### src/rtl/riscv_pkg.sv
// Shared definitions for the RV64 five-stage pipeline.
package riscv_pkg;

  localparam int unsigned XLEN = 64;
  localparam logic [31:0] NOP_INSTR = 32'h00000013;

  typedef enum logic [1:0] {
    FETCH = 2'd0,
    WAIT  = 2'd1,
    HOLD  = 2'd2
  } fetch_state_e;

endpackage

### src/rtl/if_id_register.sv
// IF/ID pipeline register: valid/pc/instr with flush > hold > load priority.
module if_id_register import riscv_pkg::*; #(
  parameter int unsigned XLEN = 64
) (
  input  logic            clk,
  input  logic            reset_n,
  input  logic            flush_i,
  input  logic            hold_i,
  input  logic            load_i,
  input  logic [XLEN-1:0] pc_i,
  input  logic [31:0]     instr_i,
  output logic            valid_o,
  output logic [XLEN-1:0] pc_o,
  output logic [31:0]     instr_o
);

  logic            valid_q;
  logic [XLEN-1:0] pc_q;
  logic [31:0]     instr_q;

  always_ff @(posedge clk or negedge reset_n) begin
    if (!reset_n) begin
      valid_q <= 1'b0;
      pc_q    <= '0;
      instr_q <= NOP_INSTR;
    end else if (flush_i) begin
      valid_q <= 1'b0;
      pc_q    <= '0;
      instr_q <= NOP_INSTR;
    end else if (hold_i) begin
      valid_q <= valid_q;
      pc_q    <= pc_q;
      instr_q <= instr_q;
    end else if (load_i) begin
      valid_q <= 1'b1;
      pc_q    <= pc_i;
      instr_q <= instr_i;
    end
  end

  assign valid_o = valid_q;
  assign pc_o    = pc_q;
  assign instr_o = instr_q;

endmodule

### src/rtl/if_stage.sv
// Instruction fetch stage: owns the PC, issues one imem request at a time and
// fills the IF/ID register, honouring hazard stalls and EX redirects.
module if_stage import riscv_pkg::*; #(
  parameter int unsigned      XLEN     = 64,
  parameter logic [XLEN-1:0]  RESET_PC = '0
) (
  input  logic            clk,
  input  logic            reset_n,
  input  logic            stall,
  input  logic            redirect_valid,
  input  logic [XLEN-1:0] redirect_pc,
  output logic            imem_req_valid,
  input  logic            imem_req_ready,
  output logic [XLEN-1:0] imem_addr,
  input  logic            imem_rsp_valid,
  input  logic [31:0]     imem_rsp_data,
  output logic            if_id_valid,
  output logic [XLEN-1:0] if_id_pc,
  output logic [31:0]     if_id_instr
);

  fetch_state_e    state_q, state_d;
  logic [XLEN-1:0] pc_q, pc_d;
  logic [XLEN-1:0] req_pc_q, req_pc_d;
  logic            drop_q, drop_d;
  logic [XLEN-1:0] buf_pc_q, buf_pc_d;
  logic [31:0]     buf_instr_q, buf_instr_d;

  logic            ifid_load;
  logic            ifid_flush;
  logic [XLEN-1:0] ifid_load_pc;
  logic [31:0]     ifid_load_instr;

  // Gated by reset_n so no request escapes while the stage is held in reset.
  assign imem_req_valid = reset_n && (state_q == FETCH) && !redirect_valid;
  assign imem_addr      = pc_q;

  always_comb begin
    state_d         = state_q;
    pc_d            = pc_q;
    req_pc_d        = req_pc_q;
    drop_d          = drop_q;
    buf_pc_d        = buf_pc_q;
    buf_instr_d     = buf_instr_q;
    ifid_load       = 1'b0;
    ifid_load_pc    = req_pc_q;
    ifid_load_instr = imem_rsp_data;

    if (redirect_valid) begin
      pc_d        = {redirect_pc[XLEN-1:2], 2'b00};
      buf_pc_d    = '0;
      buf_instr_d = NOP_INSTR;
      case (state_q)
        WAIT: begin
          // The single outstanding response is either consumed now or dropped later.
          if (imem_rsp_valid) begin
            state_d = FETCH;
            drop_d  = 1'b0;
          end else begin
            drop_d  = 1'b1;
          end
        end
        default: state_d = FETCH;
      endcase
    end else begin
      case (state_q)
        FETCH: begin
          if (imem_req_valid && imem_req_ready) begin
            req_pc_d = pc_q;
            pc_d     = pc_q + XLEN'(4);
            state_d  = WAIT;
          end
        end
        WAIT: begin
          if (imem_rsp_valid) begin
            if (drop_q) begin
              drop_d  = 1'b0;
              state_d = FETCH;
            end else if (!stall) begin
              ifid_load = 1'b1;
              state_d   = FETCH;
            end else begin
              buf_pc_d    = req_pc_q;
              buf_instr_d = imem_rsp_data;
              state_d     = HOLD;
            end
          end
        end
        HOLD: begin
          if (!stall) begin
            ifid_load       = 1'b1;
            ifid_load_pc    = buf_pc_q;
            ifid_load_instr = buf_instr_q;
            state_d         = FETCH;
          end
        end
        default: state_d = FETCH;
      endcase
    end
  end

  // An unstalled cycle with nothing new to load inserts a bubble.
  assign ifid_flush = redirect_valid || (!stall && !ifid_load);

  always_ff @(posedge clk or negedge reset_n) begin
    if (!reset_n) begin
      state_q     <= FETCH;
      pc_q        <= RESET_PC;
      req_pc_q    <= '0;
      drop_q      <= 1'b0;
      buf_pc_q    <= '0;
      buf_instr_q <= NOP_INSTR;
    end else begin
      state_q     <= state_d;
      pc_q        <= pc_d;
      req_pc_q    <= req_pc_d;
      drop_q      <= drop_d;
      buf_pc_q    <= buf_pc_d;
      buf_instr_q <= buf_instr_d;
    end
  end

  if_id_register #(
    .XLEN(XLEN)
  ) u_if_id_register (
    .clk     (clk),
    .reset_n (reset_n),
    .flush_i (ifid_flush),
    .hold_i  (stall),
    .load_i  (ifid_load),
    .pc_i    (ifid_load_pc),
    .instr_i (ifid_load_instr),
    .valid_o (if_id_valid),
    .pc_o    (if_id_pc),
    .instr_o (if_id_instr)
  );

endmodule

### config.mk
export PLATFORM = sky130hd
export DESIGN_NAME = if_stage
export DESIGN_NICKNAME = d
export VERILOG_FILES = /design/src/rtl/riscv_pkg.sv /design/src/rtl/if_id_register.sv /design/src/rtl/if_stage.sv
export SDC_FILE = /design/constraint.sdc
export NUM_CORES = 1
export LEC_CHECK = 0
export CAP_MARGIN = 15
export CORE_ASPECT_RATIO = 0.75
export CORE_MARGIN = 2
export CORE_UTILIZATION = 57
export DETAILED_ROUTE_END_ITERATION = 7
export PLACE_DENSITY = 0.83
export SETUP_SLACK_MARGIN = 0.1
export SYNTH_ARGS = -nofsm -noshare
export SYNTH_HDL_FRONTEND = slang
export SYNTH_SLANG_ARGS = --single-unit
### constraint.sdc
create_clock -name clk -period 3.71 [get_ports clk]
set_input_delay 0.742 -clock clk [delete_from_list [all_inputs] [get_ports clk]]
set_output_delay 0.742 -clock clk [all_outputs]
set_load 0.005 [all_outputs]
==> key figures <==
Worst setup path
  – Critical path arrival: 2.26 ns
  – CP Launch Type: input port
  – Reg2reg setup slack: 0.85 ns
  – Reg2reg path depth: 6
  – Reg2reg end: imem_addr[58]
  – Slowest cell on crit path: dlygate4sd3_1
  – Crit. End Element: primary output
  – CP cell instances: dlygate4sd3_1 -> buf_8 -> and3_1 -> clkdlybuf4s50_1
  – Worst path max stage delay: 0.59 ns
  – Critical Path RT: slightly below 3 ns
  – Crit Reg-Reg Startpoint: imem_addr[2]
  – Critical path class: input port to primary output
  – Crit path max fanout: 15

Power and ir drop
  – Worst IR Drop VDD: 0.436 mV
  – Tot Pwr: 8120 uW
  – Cell area power density: ~450 nW/um^2
  – Static leakage: around 0.0077 uW

Run status
  – Status: complete, no violations

Yosys
  – Sequential fraction of the synthesis area: 56.1%
  – Synth unique cells: 55
  – Syn Inst Count: 1400
  – Most used flip-flop cell after synthesis: dfrtp_1
  – Async set-reset flop share out of synthesis: 100%
  – Register bit total from synthesis: 318
  – Commonest cells post-synth: nand2_1 (363), dfrtp_1 (312), o21ai_0 (109), a22o_1 (91), mux2i_1 (91)
  – Area contributors post-synth: dfrtp_1 (55%), nand2_1 (9.6%), mux2i_1 (6.4%)
  – Yosys top cell by area: dfrtp_1
  – Syn Area/Cell: 10.1 um^2
  – Number of synthesized flops with an enable pin: 0
  – Count leader, synth: nand2_1
  – Ys Warns: 0
  – Yosys top cell area share: 55.0%
  – Synth Cell Area: 14200 um^2

Global route
  – First-pass GRT wire length: 67500 um
  – Total track usage: roughly 33%
  – Largest net degree at the start of global routing: 105
  – Total congestion overflow: 0
  – Initial antenna violation count: 3
  – Vias in the first global route: 12212

Die
  – Die ar.: approximately 26000 um^2
  – Die height: 141 um
  – Cell Rows: 49
  – IO Pins: between 200 and 300
  – Starting Density: 58.6%
  – Chip width: roughly 190 um
  – Core ar.: 24200 um^2

Detailed routing
  – Detailed Routing Iterations Pass 1: 7
  – Post-DRT Antenna Nets: 0
  – Via count: 12337
  – DRC viols: 0
  – WL final: 42000 um
  – Initial drt markers: 1381
  – Wire per inst: 21.2 um
  – Vias per cell: 6.22

Timing
  – Final Hold Viols: 0
  – Fin crit period: 3.00 ns
  – RSZ-0062 raised after global routing: false
  – Max_slew headroom: 29.9%
  – Fmax: 0.333 GHz
  – Max Transition Viols Final: 0
  – Final setup violation count: 0
  – Setup TNS: 0 ns
  – Final Skew: 0.0102 ns
  – Tcrit/Tclk final: between 80 and 90%
  – Slew @ Worst Pin: 1.05 ns

Final layout
  – Area delta synth->final: 27.7%
  – Nets@finish: 1730
  – FILL cells: about 1700
  – Fin area: approximately 18000 um^2
  – Share of layout cells above drive strength 1: 7.10%

CTS
  – Cts bufs inserted: 31
  – Root Driver: clkbuf_16
  – Clock Latency Late Sink: 0.57 ns
  – CTS tree: yes
  – CTS H-tree lvls: 1
  – Clock transition at the registers of the reported paths: 0.06 ns
  – CTS Sinks: 318
  – CTS Buffer Depth: 3
  – Resize count post-CTS: 0

Place
  – RD Place Congestion: 0.901
  – Port buffer count: ~260
  – Post-DP Area: 17100 um^2
  – Dpl hpwl: 26900 um

Min path
  – Hold path startpoint: u_if_id_register.pc_o[3]
  – Hold depth: 2
  – Hold Crit Endpoint: u_if_id_register.pc_o[3]
  – Worst hold path class: register to register

Flow run
  – Max Cap Viol: 0
[worst max path at each step]
stage / endpoint / slack, ns / start / cells after the start
final: imem_req_valid / 0.71 / reset_n / 4
after floorplan: imem_req_valid / 1.18 / redirect_valid / 5
after detailed placement: imem_addr[34] / 0.56 / imem_req_ready / 6
after global placement: imem_addr[34] / 0.54 / imem_req_ready / 6
after global routing: u_if_id_register.pc_o[2] / 0.65 / reset_n / 4
after CTS: imem_req_valid / 0.72 / reset_n / 4
[cells in the final DEF (no fill, tap or decap), types with 31 or more instances in the layout]
cell             count
clkdlybuf4s50_1    257
nand2_1            363
dfrtp_1            312
mux2i_1             91
o21ai_0            109
nand3_1             52
o311ai_0            32
clkbuf_16           31
a22o_1              91
nand4_1             43
[state kept, by name, summed over array words and instances (netlist names)]
name,count
u_if_id_register.instr_o,32
u_if_id_register.pc_o,63
state_q,2
imem_addr,62
buf_instr_q,32
drop_q,1
req_pc_q,62
u_if_id_register.valid_o,1
buf_pc_q,63
[layer usage]
metal	global-route usage, %	wire length (um)	vias to the layer above
li1	-	-	5498
met1	47.9	17800	6062
met2	48.5	18500	685
met3	7.85	4480	92
met4	9.03	1160	0
met5	0	0	-
[worst max-delay path: cells and delay by family]
family                 cells  cell delay (ns)
buffers and inverters      3             1.29
AND/OR/NAND/NOR            1             0.22
[per-stage QoR]
step | utilization [%] | hold WS [ns] | std cells | setup WS, ns
4_1_cts | 74.8 | 0.483 | 1980 | 0.724
5_1_grt | 74.9 | 0.498 | 1983 | 0.645
3_3_place_gp | 70.4 | 0.460 | 1921 | 0.541
6_report | 74.9 | 0.476 | 1983 | 0.709
2_1_floorplan | - | 0.446 | 1401 | 1.18
3_5_place_dp | 70.4 | 0.469 | 1921 | 0.557
[layout make-up]
cell class | instances | area (um^2) | area share [%]
clock buffers | 44 | 915 | 5.05
multi-input cells | 974 | 5780 | 31.9
inverters | 9 | 33.8 | 0.186
repair buffers | 290 | 2880 | 15.9
well taps | 331 | 414 | 2.28
diodes | 3 | 7.51 | 0.0414
clock inverters | 14 | 136 | 0.752
flip-flops and latches | 318 | 7970 | 43.9
[power breakdown]
group          internal (uW)  switching, uW  total [uW]
Sequential              3690            288        3980
Combinational            420            490         909
Clock                   1860           1370        3220
Total                   5970           2140        8120
[cell families after synthesis]
kind of cell / count (synthesis) / share of synthesized area (%)
adders and majority gates: 4 / 0.353
DFF: 318 / 56.1
AOI/OAI and AO/OA: 300 / 15.0
and+or+nand+nor: 574 / 18.4
muxes: 94 / 6.66
other: 1 / 0.0264
buffers and inverters: 109 / 3.46
[timing repair]
| action | 4_1_cts | 5_1_grt |
|---|---|---|
| hold buffers | 1 | 0 |
| endpoints found under the hold margin | 9 | 0 |
| buffers inserted | 0 | 0 |
Note: power is estimated with default switching activity, not from simulation.
